**config.mk**
```make
export PLATFORM = sky130hd
export DESIGN_NAME = trigger_output_shaper_flat
export DESIGN_NICKNAME = d
export VERILOG_FILES = /design/src/rtl/trigger_output_shaper_if.sv /design/src/rtl/trigger_output_shaper.sv /design/src/flat_wrapper.sv
export SDC_FILE = /design/constraint.sdc
export NUM_CORES = 1
export LEC_CHECK = 0
export ABC_AREA = 1
export CORE_UTILIZATION = 50
export CTS_BUF_LIST = sky130_fd_sc_hd__clkbuf_4 sky130_fd_sc_hd__clkbuf_8 sky130_fd_sc_hd__clkbuf_16
export DETAILED_ROUTE_END_ITERATION = 16
export GPL_TIMING_DRIVEN = 0
export PLACE_DENSITY = 0.82
export SLEW_MARGIN = 20
export SYNTH_ARGS = -nofsm -noshare
export SYNTH_HDL_FRONTEND = slang
export SYNTH_SLANG_ARGS = --single-unit
```
**constraint.sdc**
```tcl
create_clock -name clock -period 3.36 [get_ports clock]
set_input_delay 0.336 -clock clock [delete_from_list [all_inputs] [get_ports clock]]
set_output_delay 0.336 -clock clock [all_outputs]
set_load 0.02 [all_outputs]
```
**src/rtl/trigger_output_shaper_if.sv**
```systemverilog
// Signal bundle between the calibration FSM side and the trigger output shaper.
// A trigger request is a level from the calibration FSM; the shaper acts on its
// 0->1 transition only, so there is no ready/back-pressure path: a request that
// arrives while the shaper cannot take it is counted as dropped, never stalled.
interface trigger_output_shaper_if #(
  parameter int DELAY_W = 24,
  parameter int CNT_W   = 16
);
  logic               trigger_request;
  logic               detector_ready;
  logic               arm;
  logic [DELAY_W-1:0] delay_cycles;
  logic               clear_counts;
  logic               trigger_out;
  logic               busy;
  logic [1:0]         shaper_state;
  logic [CNT_W-1:0]   issued_count;
  logic [CNT_W-1:0]   dropped_count;

  modport master (
    output trigger_request, detector_ready, arm, delay_cycles, clear_counts,
    input  trigger_out, busy, shaper_state, issued_count, dropped_count
  );

  modport slave (
    input  trigger_request, detector_ready, arm, delay_cycles, clear_counts,
    output trigger_out, busy, shaper_state, issued_count, dropped_count
  );
endinterface

```
**src/rtl/trigger_output_shaper.sv**
```systemverilog
// Turns each rising edge of the calibration FSM's trigger request into one
// delayed, fixed-width trigger pulse, with a detector-ready interlock, a
// post-pulse holdoff and saturating issued/dropped counters.
module trigger_output_shaper #(
  parameter int DELAY_W        = 24,
  parameter int PULSE_CYCLES   = 2000,
  parameter int HOLDOFF_CYCLES = 20000,
  parameter int CNT_W          = 16
) (
  input  logic clock,
  input  logic reset_signal,
  trigger_output_shaper_if.slave bus
);

  typedef enum logic [1:0] {
    IDLE    = 2'd0,
    DELAY   = 2'd1,
    PULSE   = 2'd2,
    HOLDOFF = 2'd3
  } state_t;

  // One shared down-counter serves delay, pulse width and holdoff.
  localparam int PW      = $clog2(PULSE_CYCLES + 1);
  localparam int HW      = $clog2(HOLDOFF_CYCLES + 1);
  localparam int W1      = (DELAY_W > PW) ? DELAY_W : PW;
  localparam int TIMER_W = (W1 > HW) ? W1 : HW;

  localparam logic [TIMER_W-1:0] PULSE_LOAD = TIMER_W'(PULSE_CYCLES - 1);
  localparam logic [TIMER_W-1:0] HOLD_LOAD  =
    (HOLDOFF_CYCLES > 0) ? TIMER_W'(HOLDOFF_CYCLES - 1) : '0;
  localparam logic [CNT_W-1:0]   CNT_MAX    = '1;

  state_t             state_q, state_d;
  logic [TIMER_W-1:0] cnt_q, cnt_d;
  logic               trig_q, trig_d;
  logic               req_q;
  logic               rdy_meta_q, rdy_s_q;
  logic [CNT_W-1:0]   issued_q, dropped_q;
  logic               issue_inc, drop_inc;
  logic               req_edge;

  // Request history and detector_ready 2-FF synchronizer. req_q resets high so
  // a request held across reset release is not taken as a fresh edge.
  always_ff @(posedge clock or posedge reset_signal) begin
    if (reset_signal) begin
      req_q      <= 1'b1;
      rdy_meta_q <= 1'b0;
      rdy_s_q    <= 1'b0;
    end else begin
      req_q      <= bus.trigger_request;
      rdy_meta_q <= bus.detector_ready;
      rdy_s_q    <= rdy_meta_q;
    end
  end

  assign req_edge = bus.trigger_request & ~req_q;

  // State register together with the shared timer and the registered pulse.
  always_ff @(posedge clock or posedge reset_signal) begin
    if (reset_signal) begin
      state_q <= IDLE;
      cnt_q   <= '0;
      trig_q  <= 1'b0;
    end else begin
      state_q <= state_d;
      cnt_q   <= cnt_d;
      trig_q  <= trig_d;
    end
  end

  // Next-state logic; an armed request edge that cannot be served is dropped.
  always_comb begin
    state_d   = state_q;
    cnt_d     = cnt_q;
    trig_d    = trig_q;
    issue_inc = 1'b0;
    drop_inc  = 1'b0;
    case (state_q)
      IDLE: begin
        if (req_edge && bus.arm) begin
          if (rdy_s_q) begin
            state_d = DELAY;
            cnt_d   = TIMER_W'(bus.delay_cycles);
          end else begin
            drop_inc = 1'b1;
          end
        end
      end
      DELAY: begin
        drop_inc = req_edge & bus.arm;
        if (cnt_q == '0) begin
          state_d = PULSE;
          trig_d  = 1'b1;
          cnt_d   = PULSE_LOAD;
        end else begin
          cnt_d = cnt_q - 1'b1;
        end
      end
      PULSE: begin
        drop_inc = req_edge & bus.arm;
        if (cnt_q == '0) begin
          trig_d    = 1'b0;
          issue_inc = 1'b1;
          if (HOLDOFF_CYCLES > 0) begin
            state_d = HOLDOFF;
            cnt_d   = HOLD_LOAD;
          end else begin
            state_d = IDLE;
          end
        end else begin
          cnt_d = cnt_q - 1'b1;
        end
      end
      HOLDOFF: begin
        drop_inc = req_edge & bus.arm;
        if (cnt_q == '0) begin
          state_d = IDLE;
        end else begin
          cnt_d = cnt_q - 1'b1;
        end
      end
      default: state_d = IDLE;
    endcase
  end

  // Saturating readout counters; clear wins over a same-cycle increment.
  always_ff @(posedge clock or posedge reset_signal) begin
    if (reset_signal) begin
      issued_q  <= '0;
      dropped_q <= '0;
    end else if (bus.clear_counts) begin
      issued_q  <= '0;
      dropped_q <= '0;
    end else begin
      if (issue_inc && issued_q != CNT_MAX) issued_q <= issued_q + 1'b1;
      if (drop_inc && dropped_q != CNT_MAX) dropped_q <= dropped_q + 1'b1;
    end
  end

  // Outputs, all derived directly from registers.
  always_comb begin
    bus.trigger_out   = trig_q;
    bus.busy          = (state_q != IDLE);
    bus.shaper_state  = state_q;
    bus.issued_count  = issued_q;
    bus.dropped_count = dropped_q;
  end

endmodule

```
**src/flat_wrapper.sv**
```systemverilog
// flat-port wrapper written by rule: the top's interface ports become plain ports
module trigger_output_shaper_flat 
#(
  parameter int DELAY_W        = 24,
  parameter int PULSE_CYCLES   = 2000,
  parameter int HOLDOFF_CYCLES = 20000,
  parameter int CNT_W          = 16
)
  (clock, reset_signal, bus_trigger_request, bus_detector_ready, bus_arm, bus_delay_cycles, bus_clear_counts, bus_trigger_out, bus_busy, bus_shaper_state, bus_issued_count, bus_dropped_count);
  trigger_output_shaper_if #(.DELAY_W(DELAY_W), .CNT_W(CNT_W)) bus_i ();
  input  logic clock;
  input  logic reset_signal;
  input wire logic [$bits(bus_i.trigger_request)-1:0] bus_trigger_request;
  input wire logic [$bits(bus_i.detector_ready)-1:0] bus_detector_ready;
  input wire logic [$bits(bus_i.arm)-1:0] bus_arm;
  input wire logic [$bits(bus_i.delay_cycles)-1:0] bus_delay_cycles;
  input wire logic [$bits(bus_i.clear_counts)-1:0] bus_clear_counts;
  output wire logic [$bits(bus_i.trigger_out)-1:0] bus_trigger_out;
  output wire logic [$bits(bus_i.busy)-1:0] bus_busy;
  output wire logic [$bits(bus_i.shaper_state)-1:0] bus_shaper_state;
  output wire logic [$bits(bus_i.issued_count)-1:0] bus_issued_count;
  output wire logic [$bits(bus_i.dropped_count)-1:0] bus_dropped_count;
  assign bus_i.trigger_request = bus_trigger_request;
  assign bus_i.detector_ready = bus_detector_ready;
  assign bus_i.arm = bus_arm;
  assign bus_i.delay_cycles = bus_delay_cycles;
  assign bus_i.clear_counts = bus_clear_counts;
  assign bus_trigger_out = bus_i.trigger_out;
  assign bus_busy = bus_i.busy;
  assign bus_shaper_state = bus_i.shaper_state;
  assign bus_issued_count = bus_i.issued_count;
  assign bus_dropped_count = bus_i.dropped_count;
  trigger_output_shaper #(.DELAY_W(DELAY_W), .PULSE_CYCLES(PULSE_CYCLES), .HOLDOFF_CYCLES(HOLDOFF_CYCLES), .CNT_W(CNT_W)) u_core (.clock(clock), .reset_signal(reset_signal), .bus(bus_i));
endmodule
```
==> results.py, run 1 <==
metrics = {
    "outcome": {
        "outcome": "complete, no violations",
    },
    "clock_tree": {
        "cts_hold_buf": 0,
        "post-cts-setup-buffers": 0,
        "cts_root_buf": "clkbuf_8",
        "clkSinkCount": 62,
        "clk_path_buf_depth": 2,
        "ctsResizeCount": 0,
        "insertion_delay_ns": 0.35,
        "cts_buffers": 9,
        "htree_levels": 3,
        "path_clk_slew_ns": 0.08,
        "cts_tree": "built",
    },
    "sta": {
        "slew_viol_final": 0,
        "min_period_ns": 2.18,
        "tns_ns": 0,
        "rsz0062_at_grt": "false",
        "setup_viol": 0,
        "slew_headroom_pct": 62.1,
        "timing.hold.ws_ns": 0.312,
        "tightest_slew_ns": 0.569,
        "finalWorstSetupSlack_ns": 1.18,
        "finClkSkew_ns": 0.0109,
        "post-route-period-util_pct": 65.0,
        "finalHoldViolations": 0,
        "fmax_mhz": 458,
    },
    "die": {
        "die_h_um": 94.4,
        "ioPinCount": 66,
        "core-area_sq_um": 8260,
        "die_x_um": 94.4,
        "rows": 33,
        "initial_core_util_pct": 51.7,
        "die_area_sq_um": 8910,
    },
    "detailed_routing": {
        "via_count": 4456,
        "vias_per_cell": 5.41,
        "final_antenna_net_count": 0,
        "wl_um": 11600,
        "drt-initial-drc-count": 256,
        "drt_first_pass_iters": 5,
        "route.detailed.drc": 0,
        "wl_per_cell_um": 14.1,
    },
    "power": {
        "leakage_uw": 0.00246,
        "power_density_nw_per_um2": 697,
        "ir_worst_vdd_mv": 0.283,
        "total_power_uw": 3690,
    },
    "logic_synthesis": {
        "yosysSeqAreaShare_pct": 36.4,
        "avgSynthCellArea_sq_um": 6.70,
        "synth_largest_area_cell": "dfrtp_1",
        "syn_area_sq_um": 4270,
        "synthCells": 637,
        "synth_edf_count": 0,
        "ys.flop_type": "dfrtp_1",
        "synth_warnings": 0,
        "synth-seq-cells": 62,
        "synthTopCellsByArea": "dfrtp_1, nand2_1, nor2_1",
        "synth_nets": 675,
        "async_flop_share_pct": 100,
        "yosysTopAreaCellShare_pct": 35.7,
        "synthDistinctLibCells": 39,
    },
    "cells_and_area": {
        "multi_input_area_sq_um": 2410,
        "area_growth_pct": 24.1,
        "antenna_cells": 0,
        "drive_above_1_share_pct": 7.23,
        "regArea_sq_um": 1550,
        "nFillCells": 756,
        "utilization_pct": 64.2,
        "fin_nets": 752,
    },
    "worst_hold_path": {
        "holdCritPathClass": "in2async",
    },
    "place": {
        "dpl_worst_slack_ns": 1.21,
        "place_hpwl_um": 8440,
        "gp_congestion": 0.952,
        "port-buffer-count": 65,
    },
    "grt": {
        "grt_max_degree": 38,
        "track_usage_pct": 27.9,
        "grt_overflow": 0,
        "grt_pass1_wl_um": 19200,
        "grt_pass1_vias": 4160,
        "antenna_found_initial": 0,
    },
    "job": {
        "maxCapViolCount": 0,
    },
    "critical_path": {
        "cp_common_cell": "nand2_1",
        "max_stage_delay_ns": 0.40,
        "reg2reg_to": "u_core.cnt_q[6]",
        "reg2reg_depth": 10,
        "worstPathArrival_ns": 2.42,
        "regToRegStartpoint": "u_core.cnt_q[0]",
        "r2r_slack_ns": 1.18,
        "path_class": "reg2reg",
        "slowest_stage": "dfrtp_1",
        "cp-start-kind": "flop",
        "setup.worst_path.start": "u_core.cnt_q[0]",
        "critical_path.cell_chain": "inv_1 -> ha_1 -> nand2_4 -> nor2_4 -> nand3_4 -> o21ai_4 -> buf_2 -> nor2_1 -> nand2_1 -> nand2_1",
        "crit_family": "simple AND/OR/NAND/NOR gates",
        "cp_num_cells": 10,
        "crit_buf_inv": 2,
        "crit_end": "u_core.cnt_q[6]",
        "path_max_fanout": 10,
        "cp.required_ns": 3.60,
        "cp-end-kind": "flop",
    },
}
cells in the mapped netlist (2+ instances only):
cell	n
nand2_1	198
nor2_1	113
dfrtp_1	61
inv_1	59
nand3_1	49
o21ai_0	29
xor2_1	23
nand4_1	19
a21oi_1	11
nor3_1	9
ha_1	8
clkbuf_1	7
or2_2	6
buf_2	4
nor2_2	4
nor2_4	3
o21ai_2	3
o31ai_1	3
xnor2_1	3
a31o_2	2
buf_6	2
nand2_2	2
nand2_4	2
o21bai_1	2
through the flow:
stage | std cells | cell area (sq um)
CTS | 824 | 5300
finish | 824 | 5300
global placement | 807 | 5050
detailed placement | 808 | 5070
floorplan | 637 | 4270
global route | 824 | 5300
worst register-to-register path, stage by stage (launching register included):
cell and delay, ns:
dfrtp_1 0.40, inv_1 0.11, ha_1 0.27, nand2_4 0.10, nor2_4 0.21, nand3_4 0.16, o21ai_4 0.36, buf_2 0.31
nor2_1 0.06, nand2_1 0.06, nand2_1 0.04
cell usage in the layout, fill, tap and decap left out, types with 4 or more instances in the layout:
master and n:
xor2_1 23, nor2_2 4, ha_1 8, buf_2 4
clkbuf_8 9, clkbuf_1 7, nand4_1 19, nor2_1 113
inv_1 58, nor3_1 9, a21oi_1 11, o21ai_0 29
nand2_1 198, dfrtp_1 61, clkdlybuf4s50_1 65, nand3_1 49
or2_2 6
final cells by class:
class	instances	share of cell area (%)
inverters	62	4.49
repair buffers	66	12.7
clock inverters	5	1.58
multi-input cells	499	45.4
plain buffers	14	1.44
clock buffers	11	2.62
flip-flops and latches	62	29.3
well taps	105	2.48
sequential cells by signal (all words and copies together) (netlist names):
signal	count
u_core.bus.dropped_count	16
u_core.bus.shaper_state	2
u_core.bus.issued_count	16
u_core.cnt_q	24
u_core.bus.trigger_out	1
u_core.req_q	1
u_core.rdy_meta_q	1
u_core.rdy_s_q	1
power by group:
group,switching (uW),total (uW),internal [uW],leakage [uW]
Sequential,208,1120,915,0.000808
Clock,313,748,436,0.000107
Combinational,1180,1820,635,0.00154
routing by layer:
layer | up-vias | global-route usage [%] | wire, um
met5 | - | 0 | 0
met4 | 0 | 11.7 | 329
met3 | 34 | 4.91 | 1030
met2 | 217 | 45.8 | 5440
met1 | 2023 | 36.1 | 4830
li1 | 2182 | - | -
kinds of logic after synthesis:
logic type / count (synthesis) / synth area share [%]
flops: 62 / 36.4
xor+xnor: 26 / 5.33
fa+ha+maj: 8 / 2.34
compound gates: 56 / 7.79
buf+inv: 76 / 7.30
simple gates: 409 / 40.9
worst min path at each step:
| stage | depth (start not counted) | endpoint | start | slack [ns] |
|---|---|---|---|---|
| detailed placement | 0 | u_core.rdy_s_q | u_core.rdy_meta_q | 0.34 |
| finish | 2 | u_core.bus.dropped_count[14] | reset_signal | 0.31 |
| global placement | 0 | u_core.rdy_s_q | u_core.rdy_meta_q | 0.34 |
| CTS | 2 | u_core.bus.dropped_count[14] | reset_signal | 0.32 |
| floorplan | 0 | u_core.rdy_s_q | u_core.rdy_meta_q | 0.33 |
| global route | 2 | u_core.bus.dropped_count[13] | reset_signal | 0.34 |
Note: power is estimated with default switching activity, not from simulation.
==> run 2: changes to the inputs <==
- clock period: 3.36 -> 2.15 ns (I/O delays scaled with it)
==> run 2 against run 1 <==
  * Setup slack worse by 1.0 ns
  * Non-clock buffer count increased by 2
  * Count of clock-buffer cells in the layout is the same
  * First-iteration DRC count rose by 13%
  * Utilization is 0.47 points higher
  * Cell count rose by 0.24%
  * Die area is the same
==> results.py, run 2 (synthesis gave the netlist of run 1 again) <==
metrics = {
    "grt": {
        "grt_overflow": 0,
        "grt_max_degree": 38,
        "antenna_found_initial": 0,
        "grt_pass1_wl_um": 19300,
        "track_usage_pct": 28.0,
        "grt_pass1_vias": 4183,
    },
    "detailed_routing": {
        "via_count": 4443,
        "wl_um": 11700,
        "drt_first_pass_iters": 5,
        "drt-initial-drc-count": 288,
        "wl_per_cell_um": 14.2,
        "vias_per_cell": 5.38,
        "final_antenna_net_count": 0,
        "route.detailed.drc": 0,
    },
    "die": {
        "ioPinCount": 66,
        "die_x_um": 94.4,
        "die_h_um": 94.4,
        "initial_core_util_pct": 51.7,
        "rows": 33,
        "core-area_sq_um": 8260,
        "die_area_sq_um": 8910,
    },
    "cells_and_area": {
        "fin_nets": 754,
        "final_common_cell": "nand2_1",
        "largest_reg_flops": 24,
        "nFillCells": 751,
        "top_register": "u_core.cnt_q",
        "final_cell_area_sq_um": 5340,
        "drive_above_1_share_pct": 8.32,
        "antenna_cells": 0,
        "final_cell_mix": "nand2_1, nor2_1, clkdlybuf4s50_1",
        "area_growth_pct": 25.0,
    },
    "clock_tree": {
        "cts_buffers": 9,
        "cts_hold_buf": 0,
        "clk_path_buf_depth": 2,
        "clkSinkCount": 62,
        "insertion_delay_ns": 0.35,
        "cts_tree": "built",
        "path_clk_slew_ns": 0.08,
        "cts_root_buf": "clkbuf_8",
        "htree_levels": 3,
    },
    "sta": {
        "fmax_mhz": 502,
        "tightest_slew_ns": 0.553,
        "post-route-period-util_pct": 92.6,
        "finalHoldViolations": 0,
        "min_period_ns": 1.99,
        "finalWorstSetupSlack_ns": 0.159,
        "slew_headroom_pct": 63.1,
        "slew_viol_final": 0,
        "timing.hold.ws_ns": 0.188,
        "finClkSkew_ns": 0.0113,
        "setup_viol": 0,
    },
    "critical_path": {
        "reg2reg_to": "u_core.bus.dropped_count[10]",
        "reg2reg_depth": 9,
        "cp-end-kind": "flop",
        "crit_end": "u_core.bus.dropped_count[10]",
        "cp.required_ns": 2.43,
        "cp-start-kind": "flop",
        "path_class": "reg2reg",
        "setup.worst_path.start": "u_core.bus.dropped_count[0]",
        "path_max_fanout": 9,
        "regToRegStartpoint": "u_core.bus.dropped_count[0]",
        "worstPathArrival_ns": 2.27,
        "r2r_slack_ns": 0.16,
    },
    "place": {
        "gp_congestion": 0.952,
        "dpl_worst_slack_ns": -0.000307,
        "place_area_sq_um": 5070,
        "place_hpwl_um": 8440,
        "port-buffer-count": 65,
    },
    "worst_hold_path": {
        "holdCritPathClass": "in2async",
    },
    "power": {
        "power_density_nw_per_um2": 1100,
        "leakage_uw": 0.00247,
        "ir_worst_vdd_mv": 0.436,
    },
    "job": {
        "maxCapViolCount": 0,
    },
    "outcome": {
        "outcome": "complete, no violations",
    },
}
==> run 2: cell types whose count changed in the layout (fill, tap and decap cells not counted), sizes merged <==
cell      previous run  this run
buf                  8        10
clkinv               2         1
clkinvlp             2         3
==> run 2: metrics by stage <==
step / cells / setup TNS (ns) / total power, uW / util [%]
2_1_floorplan: 637 / 0 / 3770 / -
3_3_place_gp: 807 / -46.69 / 4470 / 61.2
3_5_place_dp: 808 / -0.000307 / 4550 / 61.5
4_1_cts: 826 / 0 / 5770 / 64.3
5_1_grt: 826 / -0.0311 / 6330 / 64.6
6_report: 826 / 0 / 5850 / 64.6
==> run 2: routing by layer <==
layer,track usage (%),wire (um),part of all wire (%)
met4,11.4,284,2.4
met5,0,0,0
met3,4.99,908,7.7
met2,46.3,5580,48
met1,36.1,4970,42
==> run 2: layout make-up <==
type                    instances  area (sq um)  share of cell area, %
multi-input cells             499          2420                   45.4
flip-flops and latches         62          1550                   29.1
repair buffers                 68           686                   12.8
inverters                      62           241                   4.53
clock buffers                  11           139                   2.60
well taps                     105           131                   2.46
clock inverters                 5          83.8                   1.57
plain buffers                  14          81.3                   1.52
==> run 2: worst max-delay path, cell delays in order (launching register included) <==
cell        delay (ns)
dfrtp_1           0.44
ha_1              0.21
nand3_1           0.17
nor2_1            0.18
nand3_1           0.11
nand2_1           0.22
clkinvlp_4        0.25
nand3_1           0.14
nand2_1           0.06
a21oi_1           0.13
==> run 2: worst min path at each step <==
| stage | from | end | slack (ns) | cells after the start |
|---|---|---|---|---|
| global placement | u_core.rdy_meta_q | u_core.rdy_s_q | 0.34 | 0 |
| finish | reset_signal | u_core.bus.dropped_count[14] | 0.19 | 2 |
| CTS | reset_signal | u_core.bus.dropped_count[14] | 0.20 | 2 |
| detailed placement | u_core.rdy_meta_q | u_core.rdy_s_q | 0.34 | 0 |
| global route | reset_signal | u_core.bus.dropped_count[13] | 0.22 | 2 |
| floorplan | bus_trigger_request | u_core.req_q | 0.22 | 0 |
==> run 2: report_power, final <==
group | total (uW) | switching [uW] | internal, uW
registers | 1760 | 326 | 1430
clock network | 1170 | 487 | 681
logic | 2920 | 1880 | 1040
total | 5850 | 2690 | 3150
==> run 2: repair_timing <==
action	in CTS	in global routing
buffers inserted	2	0
endpoints found under the setup margin	3	42
pin swaps	1	2
cloned	0	0
gates resized for setup	0	11
==> run 3: changes to the inputs <==
- PLACE_DENSITY: 0.82 -> 0.85
- clock period: 2.15 -> 1.6 ns (I/O delays scaled with it)
==> run 3 against run 2 <==
  * The run now ends with negative setup slack left
  * Design area rose by 16%
  * Die area did not move
  * Sequential share of layout area fell by 3.6 points
  * Flip-flop and latch count did not move
  * Via count rose by 10%
  * Critical path depth rose by 1
  * Combinational power rose by 87%
  * Cell count rose by 5.7%
==> results.py, run 3 (synthesis gave the netlist of run 1 again) <==
metrics = {
    "outcome": {
        "outcome": "finished with violations",
        "violations": "negative setup slack",
    },
    "die": {
        "ioPinCount": 66,
        "die_h_um": 94.4,
        "rows": 33,
        "initial_core_util_pct": 51.7,
        "core-area_sq_um": 8260,
        "die_x_um": 94.4,
        "die_area_sq_um": 8910,
    },
    "clock_tree": {
        "cts_buffers": 9,
        "cts_hold_buf": 0,
        "cts_tree": "built",
        "path_clk_slew_ns": 0.08,
        "clkSinkCount": 62,
        "cts_root_buf": "clkbuf_8",
        "insertion_delay_ns": 0.36,
        "clk_path_buf_depth": 2,
        "htree_levels": 3,
    },
    "sta": {
        "post-route-period-util_pct": 112,
        "min_period_ns": 1.79,
        "fmax_mhz": 557,
        "tightest_slew_ns": 0.682,
        "finalHoldViolations": 0,
        "finClkSkew_ns": 0.0129,
        "slew_headroom_pct": 54.4,
        "finalWorstSetupSlack_ns": -0.195,
        "setup_viol": 51,
        "slew_viol_final": 0,
        "rsz0062_at_grt": "true",
    },
    "cells_and_area": {
        "final_cell_area_sq_um": 6180,
        "area_growth_pct": 44.8,
        "nFillCells": 574,
        "top_register": "u_core.cnt_q",
        "final_common_cell": "nand2_1",
        "final_cell_mix": "nand2_1, nor2_1, inv_1",
        "layoutNonFillerInstCount": 873,
        "antenna_cells": 0,
        "regArea_sq_um": 1570,
        "utilization_pct": 74.9,
        "multi_input_area_sq_um": 2800,
        "largest_reg_flops": 24,
        "drive_above_1_share_pct": 27.7,
        "fin_nets": 801,
    },
    "detailed_routing": {
        "route.detailed.drc": 0,
        "via_count": 4904,
        "drt-initial-drc-count": 303,
        "wl_um": 13700,
        "vias_per_cell": 5.62,
        "final_antenna_net_count": 0,
        "wl_per_cell_um": 15.7,
        "drt_first_pass_iters": 7,
    },
    "place": {
        "port-buffer-count": 65,
        "place_area_sq_um": 5130,
        "dp.cells": 808,
        "gp_congestion": 0.935,
        "place_hpwl_um": 8430,
    },
    "power": {
        "leakage_uw": 0.00306,
        "ir_worst_vdd_mv": 0.675,
        "power_density_nw_per_um2": 1520,
    },
    "critical_path": {
        "cp-start-kind": "flop",
        "crit_buf_inv": 2,
        "max_stage_delay_ns": 0.47,
        "cp-end-kind": "flop",
        "setup.worst_path.start": "u_core.cnt_q[5]",
        "critical_path.cell_chain": "nor2_4 -> nand2_2 -> nor2_4 -> nand3_4 -> o21ai_4 -> buf_6 -> buf_6 -> nor2_2 -> nand2_1 -> nand2_1",
        "path_class": "reg2reg",
        "reg2reg_to": "u_core.cnt_q[9]",
        "cp.required_ns": 1.83,
        "slowest_stage": "dfrtp_2",
        "r2r_slack_ns": -0.19,
        "path_max_fanout": 7,
        "worstPathArrival_ns": 2.03,
        "cp_num_cells": 10,
        "crit_family": "simple AND/OR/NAND/NOR gates",
        "regToRegStartpoint": "u_core.cnt_q[5]",
        "reg2reg_depth": 10,
        "crit_end": "u_core.cnt_q[9]",
    },
    "worst_hold_path": {
        "holdCritPathClass": "in2reg",
        "hold_path_depth": 1,
    },
    "grt": {
        "track_usage_pct": 30.8,
        "grt_pass1_vias": 4464,
        "grt_max_degree": 35,
        "grt_overflow": 0,
        "grt_pass1_wl_um": 21200,
        "antenna_found_initial": 0,
    },
    "job": {
        "maxCapViolCount": 0,
    },
}
run 3: cell count changes in the layout (fill, tap and decap cells not counted), moves of 9 or more:
cell             change
buf_4               +35
clkdlybuf4s50_1     -32
nor2_1              -30
nand2_1             -25
dlygate4sd2_1       +20
nand2_2             +18
dfrtp_1             -17
dfrtp_2             +17
nor2_4              +16
nor2_2              +14
o21ai_0             -10
dlymetal6s2s_1       +9
run 3: worst register-to-register path, delay by kind of cell, from the launching register on:
family / cells / cell delay (ns)
simple gates: 7 / 0.70
compound gates: 1 / 0.21
buf+inv: 2 / 0.30
flops: 1 / 0.47
run 3: layout make-up:
class                   instances  area share, %
clock inverters                 7           1.31
well taps                     105           2.12
repair buffers                115           17.6
multi-input cells             499           45.2
inverters                      62           4.19
clock buffers                   9           2.00
plain buffers                  14           2.08
flip-flops and latches         62           25.5
run 3: what timing repair did:
item	4_1_cts	5_1_grt
pin swaps	20	32
gates cloned	3	2
setup buffers	26	18
gates resized for setup	105	86
endpoints found under the setup margin	76	67
run 3: worst min path at each step:
stage	from	endpoint	slack, ns
finish	bus_detector_ready	u_core.rdy_meta_q	0.23
global route	bus_detector_ready	u_core.rdy_meta_q	0.23
CTS	bus_detector_ready	u_core.rdy_meta_q	0.23
detailed placement	u_core.rdy_meta_q	u_core.rdy_s_q	0.34
global placement	u_core.rdy_meta_q	u_core.rdy_s_q	0.34
floorplan	bus_trigger_request	u_core.req_q	0.16
run 3: metal layers:
metal / up-vias / wire length (um) / GRT usage [%]
li1: 2285 / - / -
met1: 2284 / 5150 / 37.3
met2: 283 / 6960 / 53.2
met3: 52 / 1170 / 5.88
met4: 0 / 407 / 13.3
met5: - / 0 / 0
run 3: report_power, final:
part	internal, uW	switching (uW)	leakage, uW	total, uW
clock network	741	748	0.000101	1490
registers	1950	507	0.000786	2460
logic	2280	3170	0.00218	5450
run 3: per-stage QoR:
stage / setup WS, ns / hold slack (ns) / setup TNS, ns / power (uW)
6_report: -0.195 / 0.230 / -6.02 / 9400
5_1_grt: -0.268 / 0.233 / -11.25 / 10000
4_1_cts: -0.115 / 0.227 / -3.01 / 8370
3_5_place_dp: -0.444 / 0.336 / -16.84 / 6240
3_3_place_gp: -0.439 / 0.335 / -18.04 / 6130
2_1_floorplan: -0.0655 / 0.164 / -1.03 / 5200
